<file path="src/rtl/ccd_pkg.sv">
// ccd_pkg: shared constants for the CCD readout FT232H transmit path.
// Header tag, producer ids, arbiter state encoding and the round-robin pick.
package ccd_pkg;

    localparam logic [3:0] HDR_TAG     = 4'hA;

    localparam logic [1:0] SRC_AD9826  = 2'd0;
    localparam logic [1:0] SRC_MCP3008 = 2'd1;
    localparam logic [1:0] SRC_REGS    = 2'd2;

    typedef enum logic [2:0] {
        ST_IDLE,
        ST_HDR,
        ST_LEN,
        ST_PAY,
        ST_SIWU
    } tx_state_t;

    // First requester at or after ptr, wrapping at n; ptr if none request.
    function automatic logic [1:0] rr_pick(
        input logic [3:0] req,
        input logic [1:0] ptr,
        input int         n
    );
        logic [1:0] id;
        logic       hit;
        int         idx;
        id  = ptr;
        hit = 1'b0;
        for (int i = 0; i < 4; i++) begin
            idx = (int'(ptr) + i) % n;
            if (!hit && i < n && req[idx]) begin
                id  = idx[1:0];
                hit = 1'b1;
            end
        end
        return id;
    endfunction

endpackage

</file>
<file path="src/rtl/ft_tx_arbiter_if.sv">
// ft_tx_arbiter_if: producer side and FT232H write-port signals of the arbiter.
// master drives requests and pin inputs; slave is the arbiter itself.
interface ft_tx_arbiter_if #(
    parameter int N_SRC = 3
);
    logic [N_SRC-1:0]   src_req;
    logic [8*N_SRC-1:0] src_len;
    logic [8*N_SRC-1:0] src_data;
    logic [N_SRC-1:0]   src_valid;
    logic [N_SRC-1:0]   src_last;
    logic [N_SRC-1:0]   src_ready;
    logic [N_SRC-1:0]   src_grant;
    logic               rx_busy;
    logic               ft_txe_n;
    logic               ft_wr_n;
    logic [7:0]         ft_data;
    logic               ft_drive;
    logic               ft_siwu_n;
    logic               len_err;
    logic               err_clr;

    modport master (
        output src_req, src_len, src_data, src_valid, src_last,
        output rx_busy, ft_txe_n, err_clr,
        input  src_ready, src_grant,
        input  ft_wr_n, ft_data, ft_drive, ft_siwu_n, len_err
    );

    modport slave (
        input  src_req, src_len, src_data, src_valid, src_last,
        input  rx_busy, ft_txe_n, err_clr,
        output src_ready, src_grant,
        output ft_wr_n, ft_data, ft_drive, ft_siwu_n, len_err
    );

endinterface

</file>
<file path="src/rtl/ft_tx_arbiter.sv">
// ft_tx_arbiter: round-robin packet arbiter for the FT232H sync FIFO write port.
// Each packet goes out as header, length byte, payload; SIWU flushes when idle.
module ft_tx_arbiter #(
    parameter int         N_SRC   = 3,
    parameter logic [3:0] HDR_TAG = ccd_pkg::HDR_TAG
) (
    input  logic           clk,
    input  logic           rst_n,
    ft_tx_arbiter_if.slave bus
);
    import ccd_pkg::*;

    tx_state_t   r_state;
    logic [7:0]  r_obuf;
    logic        r_ovalid;
    logic [7:0]  r_cnt;
    logic        r_rem;
    logic [1:0]  r_gid;
    logic [3:0]  r_gnt;
    logic [1:0]  r_rr;
    logic        r_drive;
    logic        r_siwu_n;
    logic        r_err;

    logic [3:0]  w_req;
    logic [3:0]  w_valid;
    logic [3:0]  w_last;
    logic [31:0] w_len;
    logic [31:0] w_data;
    logic [1:0]  w_pick;
    logic [7:0]  w_plen;
    logic [7:0]  w_gdata;
    logic        w_gvalid;
    logic        w_glast;
    logic        w_any;
    logic        w_fire;
    logic        w_rdy;
    logic        w_acc;
    logic        w_fin;

    // Pad the per-source vectors to four lanes so 2-bit ids index them.
    assign w_req    = 4'(bus.src_req);
    assign w_valid  = 4'(bus.src_valid);
    assign w_last   = 4'(bus.src_last);
    assign w_len    = 32'(bus.src_len);
    assign w_data   = 32'(bus.src_data);

    assign w_any    = |bus.src_req;
    assign w_pick   = rr_pick(w_req, r_rr, N_SRC);
    assign w_plen   = w_len[{w_pick, 3'b000} +: 8];
    assign w_gdata  = w_data[{r_gid, 3'b000} +: 8];
    assign w_gvalid = w_valid[r_gid];
    assign w_glast  = w_last[r_gid];

    // A byte leaves obuf whenever it holds one and the FT232H has room.
    assign w_fire   = r_ovalid & ~bus.ft_txe_n;

    // Payload byte 0 is taken while the length byte fires, so the
    // payload follows the header with no bubble.
    assign w_rdy    = r_rem &
                      (((r_state == ST_PAY) & (~r_ovalid | w_fire)) |
                       ((r_state == ST_LEN) & w_fire));
    assign w_acc    = w_rdy & w_gvalid;
    assign w_fin    = (r_state == ST_PAY) & ~r_rem & w_fire;

    assign bus.src_ready = N_SRC'(r_gnt & {4{w_rdy}});
    assign bus.src_grant = N_SRC'(r_gnt);
    assign bus.ft_wr_n   = ~w_fire;
    assign bus.ft_data   = r_obuf;
    assign bus.ft_drive  = r_drive;
    assign bus.ft_siwu_n = r_siwu_n;
    assign bus.len_err   = r_err;

    // Packet framing FSM: grant, header, length, payload, optional flush.
    always_ff @(posedge clk or negedge rst_n) begin
        if (!rst_n) begin
            r_state  <= ST_IDLE;
            r_obuf   <= 8'h00;
            r_ovalid <= 1'b0;
            r_cnt    <= 8'h00;
            r_rem    <= 1'b0;
            r_gid    <= 2'd0;
            r_gnt    <= 4'b0000;
            r_rr     <= 2'd0;
            r_drive  <= 1'b0;
            r_siwu_n <= 1'b1;
        end else begin
            unique case (r_state)
                ST_IDLE: begin
                    if (w_any && !bus.rx_busy) begin
                        r_gid    <= w_pick;
                        r_gnt    <= 4'b0001 << w_pick;
                        r_cnt    <= w_plen;
                        r_rem    <= 1'b1;
                        r_drive  <= 1'b1;
                        r_obuf   <= {HDR_TAG, 2'b00, w_pick};
                        r_ovalid <= 1'b1;
                        r_state  <= ST_HDR;
                    end
                end
                ST_HDR: begin
                    if (w_fire) begin
                        r_obuf  <= r_cnt;
                        r_state <= ST_LEN;
                    end
                end
                ST_LEN: begin
                    if (w_fire) begin
                        r_state <= ST_PAY;
                        if (!w_acc) r_ovalid <= 1'b0;
                    end
                end
                ST_PAY: begin
                    if (w_fin) begin
                        r_ovalid <= 1'b0;
                        r_gnt    <= 4'b0000;
                        r_drive  <= 1'b0;
                        r_rr     <= (r_gid == 2'(N_SRC - 1)) ? 2'd0
                                                             : r_gid + 2'd1;
                        if (w_any) begin
                            r_state <= ST_IDLE;
                        end else begin
                            r_state  <= ST_SIWU;
                            r_siwu_n <= 1'b0;
                        end
                    end else if (w_fire && !w_acc) begin
                        r_ovalid <= 1'b0;
                    end
                end
                ST_SIWU: begin
                    r_siwu_n <= 1'b1;
                    r_state  <= ST_IDLE;
                end
                default: r_state <= ST_IDLE;
            endcase
            if (w_acc) begin
                r_obuf   <= w_gdata;
                r_ovalid <= 1'b1;
                if (r_cnt == 8'h00) r_rem <= 1'b0;
                else                r_cnt <= r_cnt - 8'h01;
            end
        end
    end

    // Sticky length error; a new mismatch beats a clear in the same cycle.
    always_ff @(posedge clk or negedge rst_n) begin
        if (!rst_n) begin
            r_err <= 1'b0;
        end else if (w_acc && (w_glast != (r_cnt == 8'h00))) begin
            r_err <= 1'b1;
        end else if (bus.err_clr) begin
            r_err <= 1'b0;
        end
    end

endmodule
</file>
<file path="src/flat_wrapper.sv">
// flat-port wrapper written by rule: the top's interface ports become plain ports
module ft_tx_arbiter_flat import ccd_pkg::*;
#(
    parameter int         N_SRC   = 3,
    parameter logic [3:0] HDR_TAG = ccd_pkg::HDR_TAG
)
  (clk, rst_n, bus_src_req, bus_src_len, bus_src_data, bus_src_valid, bus_src_last, bus_rx_busy, bus_ft_txe_n, bus_err_clr, bus_src_ready, bus_src_grant, bus_ft_wr_n, bus_ft_data, bus_ft_drive, bus_ft_siwu_n, bus_len_err);
  ft_tx_arbiter_if #(.N_SRC(N_SRC)) bus_i ();
  input  logic clk;
  input  logic rst_n;
  input wire logic [$bits(bus_i.src_req)-1:0] bus_src_req;
  input wire logic [$bits(bus_i.src_len)-1:0] bus_src_len;
  input wire logic [$bits(bus_i.src_data)-1:0] bus_src_data;
  input wire logic [$bits(bus_i.src_valid)-1:0] bus_src_valid;
  input wire logic [$bits(bus_i.src_last)-1:0] bus_src_last;
  input wire logic [$bits(bus_i.rx_busy)-1:0] bus_rx_busy;
  input wire logic [$bits(bus_i.ft_txe_n)-1:0] bus_ft_txe_n;
  input wire logic [$bits(bus_i.err_clr)-1:0] bus_err_clr;
  output wire logic [$bits(bus_i.src_ready)-1:0] bus_src_ready;
  output wire logic [$bits(bus_i.src_grant)-1:0] bus_src_grant;
  output wire logic [$bits(bus_i.ft_wr_n)-1:0] bus_ft_wr_n;
  output wire logic [$bits(bus_i.ft_data)-1:0] bus_ft_data;
  output wire logic [$bits(bus_i.ft_drive)-1:0] bus_ft_drive;
  output wire logic [$bits(bus_i.ft_siwu_n)-1:0] bus_ft_siwu_n;
  output wire logic [$bits(bus_i.len_err)-1:0] bus_len_err;
  assign bus_i.src_req = bus_src_req;
  assign bus_i.src_len = bus_src_len;
  assign bus_i.src_data = bus_src_data;
  assign bus_i.src_valid = bus_src_valid;
  assign bus_i.src_last = bus_src_last;
  assign bus_i.rx_busy = bus_rx_busy;
  assign bus_i.ft_txe_n = bus_ft_txe_n;
  assign bus_i.err_clr = bus_err_clr;
  assign bus_src_ready = bus_i.src_ready;
  assign bus_src_grant = bus_i.src_grant;
  assign bus_ft_wr_n = bus_i.ft_wr_n;
  assign bus_ft_data = bus_i.ft_data;
  assign bus_ft_drive = bus_i.ft_drive;
  assign bus_ft_siwu_n = bus_i.ft_siwu_n;
  assign bus_len_err = bus_i.len_err;
  ft_tx_arbiter #(.N_SRC(N_SRC), .HDR_TAG(HDR_TAG)) u_core (.clk(clk), .rst_n(rst_n), .bus(bus_i));
endmodule
</file>
<file path="config.mk">
export PLATFORM = sky130hd
export DESIGN_NAME = ft_tx_arbiter_flat
export DESIGN_NICKNAME = d
export VERILOG_FILES = /design/src/rtl/ccd_pkg.sv /design/src/rtl/ft_tx_arbiter_if.sv /design/src/rtl/ft_tx_arbiter.sv /design/src/flat_wrapper.sv
export SDC_FILE = /design/constraint.sdc
export NUM_CORES = 1
export LEC_CHECK = 0
export CAP_MARGIN = 0
export CORE_MARGIN = 2
export CORE_UTILIZATION = 49
export CTS_CLUSTER_DIAMETER = 120
export CTS_CLUSTER_SIZE = 10
export DETAILED_ROUTE_END_ITERATION = 7
export PLACE_DENSITY = 0.87
export SETUP_SLACK_MARGIN = 0.02
export SYNTH_ARGS = -nofsm -noshare
export SYNTH_HDL_FRONTEND = slang
export SYNTH_SLANG_ARGS = --single-unit
</file>
<file path="constraint.sdc">
create_clock -name clk -period 3.9 [get_ports clk]
set_input_delay 0.39 -clock clk [delete_from_list [all_inputs] [get_ports clk]]
set_output_delay 0.39 -clock clk [all_outputs]
set_load 0.05 [all_outputs]
</file>
After elaboration in Yosys (flattened, before gate mapping):

Index checks and enable logic that the tools add are counted.

* input bits: 62
* register bits after elaboration: 31
* logic and storage cells: 131
* output and inout bits: 18

* bitwise operators: 14
* add/sub/neg operators: 4
* reduce and logical (&&, ||, !) cells: 24
* equal/unequal tests: 15
* div/mod/pow operators: 3
* muxes and demuxes: 53
* shifts and indexed selects: 3
* magnitude comparators: 4

Operators with widths (number)
* less-than comparator 32 x 4 -> 1 bit (second input constant): 3
* remainder unit 32 x 3 -> 32 bit (second input constant): 2
* variable part select 32 x 6 -> 8 bit: 2
* two-way mux 8 bit: 7
* remainder unit 3 x 3 -> 32 bit (second input constant): 1
* two-way mux 1 bit: 24
* two-way mux 3 bit: 7
* case mux 8 bit (2 select lines): 1
* case mux 3 bit (4 select lines): 1
* binary-select mux 1 bit (select 2 bit): 5
* inequality test 3 x 1 -> 1 bit (second input constant): 3
* AND reduction 3 bit: 3
* logical NOT 8 bit: 1
* two-way mux 2 bit: 4
* inequality test 2 x 1 -> 1 bit (second input constant): 4
* AND reduction 4 bit: 2
* subtractor 8 x 1 -> 8 bit (second input constant): 1
* AND 1 bit: 7
* == test 3 x 2 -> 1 bit (second input constant): 2
* case mux 3 bit (2 select lines): 1
* nonzero test 2 bit: 3
* logical AND 1 bit: 5
* logical NOT 1 bit: 4
* inequality test 4 x 2 -> 1 bit (second input constant): 1
* other kinds (20): 26

Depth between registers and ports, before layout:

* word-level depth: 16
* gate-level depth with buffers: 10
* mapped depth without buffers: 8

Worst setup path after synthesis:

Ideal clock, no wire load.

* path type: flip-flop to flip-flop
* start: register u_core.r_rr[0]
* end: register u_core.r_cnt[7]
* slack: 1.599 ns
* arrival time: 2.214 ns
* buffers on the path: 0
* required time: 3.813 ns
* library setup time: 0.087 ns
* cell stages (with the launch flop): 9
* clock period less this slack: 2.301 ns
* cell sequence: dfrtp_1 inv_1 ha_1 and3b_1 o21bai_1 nor3b_2 a22oi_4 mux2_4 a211oi_2

* longest elaborated chain between the ends: 16
* elaborated cells between the ends (all ways): 28
* classes of those cells: add/sub: 2; div: 3; shift: 1; mux: 18; reduce/logical: 4

RTL lines
* from (decl): RTL line ft_tx_arbiter.sv:20 `logic [1:0] r_rr;`
* from (signal assigned): RTL line ft_tx_arbiter.sv:118 `r_rr <= (r_gid == 2'(N_SRC - 1)) ? 2'd0`
* parallel branches: the longest is 10 deep, another holds remainder unit 32 x 3 -> 32 bit
* two-way mux 2 bit *: RTL line ccd_pkg.sv:32 `if (!hit && i < n && req[idx]) begin`
* variable part select 32 x 6 -> 8 bit *: RTL line ft_tx_arbiter.sv:50 `assign w_plen = w_len[{w_pick, 3'b000} +: 8];`
* two-way mux 8 bit *: RTL line ft_tx_arbiter.sv:90 `if (w_any && !bus.rx_busy) begin`
* two-way mux 8 bit *: RTL line ft_tx_arbiter.sv:88 `unique case (r_state)`
* two-way mux 8 bit: RTL line ft_tx_arbiter.sv:139 `if (r_cnt == 8'h00) r_rem <= 1'b0;`
* two-way mux 8 bit *: RTL line ft_tx_arbiter.sv:136 `if (w_acc) begin`
* to (signal assigned): RTL line ft_tx_arbiter.sv:93 `r_cnt <= w_plen;`
* to (signal assigned): RTL line ft_tx_arbiter.sv:140 `else r_cnt <= r_cnt - 8'h01;`
* to (decl): RTL line ft_tx_arbiter.sv:16 `logic [7:0] r_cnt;`

Every way passes the cells marked *. The select of a mux whose other input is x is not followed.
A chain may end at the register's enable or synchronous reset.

Worst setup path after layout:

* start: register u_core.r_state[0]
* end: output port bus_src_ready[0]

* longest elaborated chain between the ends: 5
* elaborated cells between the ends (all ways): 7
* classes of those cells: eq/ne: 2; bitwise: 5

RTL lines
* from (decl): RTL line ft_tx_arbiter.sv:13 `tx_state_t r_state;`
* from (signal assigned): RTL line ft_tx_arbiter.sv:77 `r_state <= ST_IDLE;`
* from (signal assigned): RTL line ft_tx_arbiter.sv:98 `r_state <= ST_HDR;`
* from (signal assigned): RTL line ft_tx_arbiter.sv:104 `r_state <= ST_LEN;`
* == test 3 x 2 -> 1 bit, on equally long branches: RTL line ft_tx_arbiter.sv:61, ft_tx_arbiter.sv:62
* AND 1 bit, on equally long branches: RTL line ft_tx_arbiter.sv:61, ft_tx_arbiter.sv:62
* bitwise OR 1 bit *: RTL line ft_tx_arbiter.sv:61 `(((r_state == ST_PAY) & (~r_ovalid | w_fire)) |`
* AND 1 bit *: RTL line ft_tx_arbiter.sv:60 `assign w_rdy = r_rem &`
* AND 3 bit *: RTL line ft_tx_arbiter.sv:66 `assign bus.src_ready = N_SRC'(r_gnt & {4{w_rdy}});`
* to (decl): RTL line flat_wrapper.sv:19 `output wire logic [$bits(bus_i.src_ready)-1:0] bus_src_ready;`

Mark *: on every way between the ends. The rest lies on a longest branch, timed or not.

==> results.toml <==
[clock_tree]
clkSinkCount = 31
tritoncts = "done"
clockRootBuffer = "clkbuf_8"
insertion_delay_ps = 290
ctsLongestPathBuffers = 2
numCtsBuffers = 5
postCtsHoldBufs = 0
cts_resized = 0
cts_setup_buffers = 0
htreeDepth = 2
clk_pin_slew_ps = 70

[placed_design]
portBuffers = 79
gp_congestion = 0.8309
place_ws_ps = 923.9
hpwlAfterDp_mm = 4.831

[run]
maxCapViolations = 0

[timing]
fin_crit_sh = 0.7763
rsz0062_at_grt = "false"
skew_ps = 5.661
hold_viol = 0
layout_min_cycle_time_ps = 3028
fin_setup_tns_ps = 0
worstMarginPinSlew_ps = 846.1
fmax_mhz = 330.3
fin_ws_ps = 872.4
final-setup-viol-count = 0
maxSlewHeadroom = 0.4322
slew_violations = 0

[synthesis]
ys_top_cells_by_area = "dfrtp_1 (33%), mux2i_1 (7.8%), nand2_1 (5.0%), nor2_1 (3.7%), ha_1 (3.3%)"
yosysMostFrequentCell = "nand2_1"
synth_top_flop_cell = "dfrtp_1"
yosysSeqAreaShare = 0.3371
syn_nets = 328
syn_inst = 260
ys_top_cells_by_count = "nand2_1 (31), dfrtp_1 (30), nor2_1 (23), mux2i_1 (18), inv_1 (13)"
syn_area_sq_um = 2305
post-synth-top-area-fraction = 0.3257
ys_warn_count = 0
synth_area_per_cell_sq_um = 8.864
ys_ff_latch = 31
synth_edf_count = 0
synth_top_area_cell = "dfrtp_1"
ys_async_sr_fraction = 1.000
netlist-cell-type-count = 60

[finish]
areaGrowthSynthToFinish_pct = 39.90
num_antenna_cells = 0
drive_gt1_frac = 0.09552
nNetsFinal = 402

[grt]
grt_pass1_wl_mm = 10.43
gr-usage-met1 = 0.3357
grt_pass1_vias = 2190
grt_overflow = 0
gr-usage-met2 = 0.4343
grt.total_usage = 0.2539
grt_max_degree = 32
grtUsageMet3 = 0.03315
grt-busiest-layer = "met2"
grt_antenna_before_repair = 0

[status]
run_status = "completed"

[floorplanning]
die_h_um = 72.58
initial_core_util = 0.5186
ios = 80
die_w_um = 72.58
coreArea_sq_um = 4444
die_area_sq_um = 5268
rows = 24

[setup_path]
critical_path.top_delay_family = "buffers and inverters"
crit_chain = "nor2_1 -> a2111oi_2 -> and2_1 -> clkdlybuf4s50_1"
worstPathRequired_ps = 3510
critical_path_arrival_ps = 2640
worstSetupPathType = "reg -> out"
cp_slowest_cell = "clkdlybuf4s50_1"
end_kind = "output pin"
crit_cells = 4
rr_worst_depth = 8
cp.buffers_inverters = 1
cp_max_fo = 11
slowest_delay_ps = 800
cp-start-kind = "register"

[route]
drt-vias-per-instance = 5.894
vias = 2281
wl_per_cell_um = 16.25
first_pass_iters = 4
wl_mm = 6.290
drtIter0Drc = 240
remaining_drc_errors = 0
ant_nets = 0

[pwr]
finalPower_mw = 2.538
peakVddDrop_mv = 0.5674
powerDensity_nw_per_um2 = 787.1
power_leakage_nw = 1.300

[worst_hold_path]
worstHoldPathCells = 2
hold_path_class = "reg -> reg"
[metal layers]
| metal | wire length [um] | up-vias |
|---|---|---|
| met1 | 2738 | 1081 |
| met2 | 3089 | 79 |
| met5 | 0 | - |
| met3 | 373 | 9 |
| met4 | 89 | 0 |
| li1 | - | 1112 |
[placed cells by master, fill, tap and decap left out, drive strengths merged, types with 2 or more instances in the layout]
cell	n
a211oi	10
a21oi	10
a22oi	2
a31o	3
a31oi	6
a32oi	4
and2	5
buf	2
clkbuf	6
clkdlybuf4s50	79
dfrtp	30
ha	6
inv	13
mux2	5
mux2i	18
nand2	31
nand2b	4
nand3	11
nand3b	3
nand4	8
nor2	23
nor2b	3
nor3	5
nor4	2
o21ai	13
o221ai	2
o22ai	3
o31ai	2
o32a	2
o32ai	2
xor2	3
[per-stage QoR]
step | hold WS (ps) | cells | cell area [sq um] | util
finish | 483.8 | 387 | 3224 | 0.7255
CTS | 487.9 | 387 | 3224 | 0.7255
detailed placement | 465.2 | 379 | 3107 | 0.6990
floorplan | 94.41 | 260 | 2305 | -
global placement | 471.4 | 379 | 3107 | 0.6990
global route | 512.5 | 387 | 3224 | 0.7255
[flip-flops by register name, summed over array words and instances, names as in the netlist]
register              flops
u_core.bus.ft_data        8
u_core.r_cnt              8
u_core.r_gnt              3
u_core.r_state            3
u_core.r_gid              2
u_core.r_rr               2
u_core.bus.ft_drive       1
u_core.bus.ft_siwu_n      1
u_core.bus.len_err        1
u_core.r_ovalid           1
u_core.r_rem              1
[cells by family after synthesis]
family,synth area share
simple gates,0.2101
compound gates,0.2449
flops,0.3371
buf+inv,0.05103
mux,0.1091
fa+ha+maj,0.03257
xor+xnor,0.01520
[path summary, 6_finish.rpt]
| kind | from | endpoint | slack (ps) |
|---|---|---|---|
| max | u_core.r_state[0]$_DFFE_PN0P_ | bus_src_ready[0] | 870 |
| min | u_core.bus.ft_siwu_n$_DFFE_PN1P_ | u_core.bus.ft_siwu_n$_DFFE_PN1P_ | 480 |
| max reg2reg | u_core.r_rr[0]$_DFFE_PN0P_ | u_core.r_cnt[6]$_DFF_PN0_ | 1270 |
| min reg2reg | u_core.bus.ft_siwu_n$_DFFE_PN1P_ | u_core.bus.ft_siwu_n$_DFFE_PN1P_ | 480 |
| max in group asynchronous | rst_n | u_core.bus.ft_siwu_n$_DFFE_PN1P_ | 3090 |
| min in group asynchronous | rst_n | u_core.r_cnt[4]$_DFF_PN0_ | 490 |
[layout make-up]
cell class	instances	area (sq um)
inverter	13	48.80
tap	52	65.06
timing repair buffer	81	805.8
clock buffer	6	82.58
clock inverter	2	35.03
fill	340	1220
sequential	31	777.0
multi-input combinational	202	1410
[report_power, final]
group          switching [mW]  leakage, nW  internal (mW)
logic                   0.919        0.877          0.628
registers               0.186        0.362          0.470
clock network           0.128       0.0612          0.207
[tightest hold or removal path: stages, from the launching register on]
cell     delay [ps]
dfstp_2         370
inv_1            40
o21ai_0          70
No activity file was read; power rests on OpenSTA's default activity.
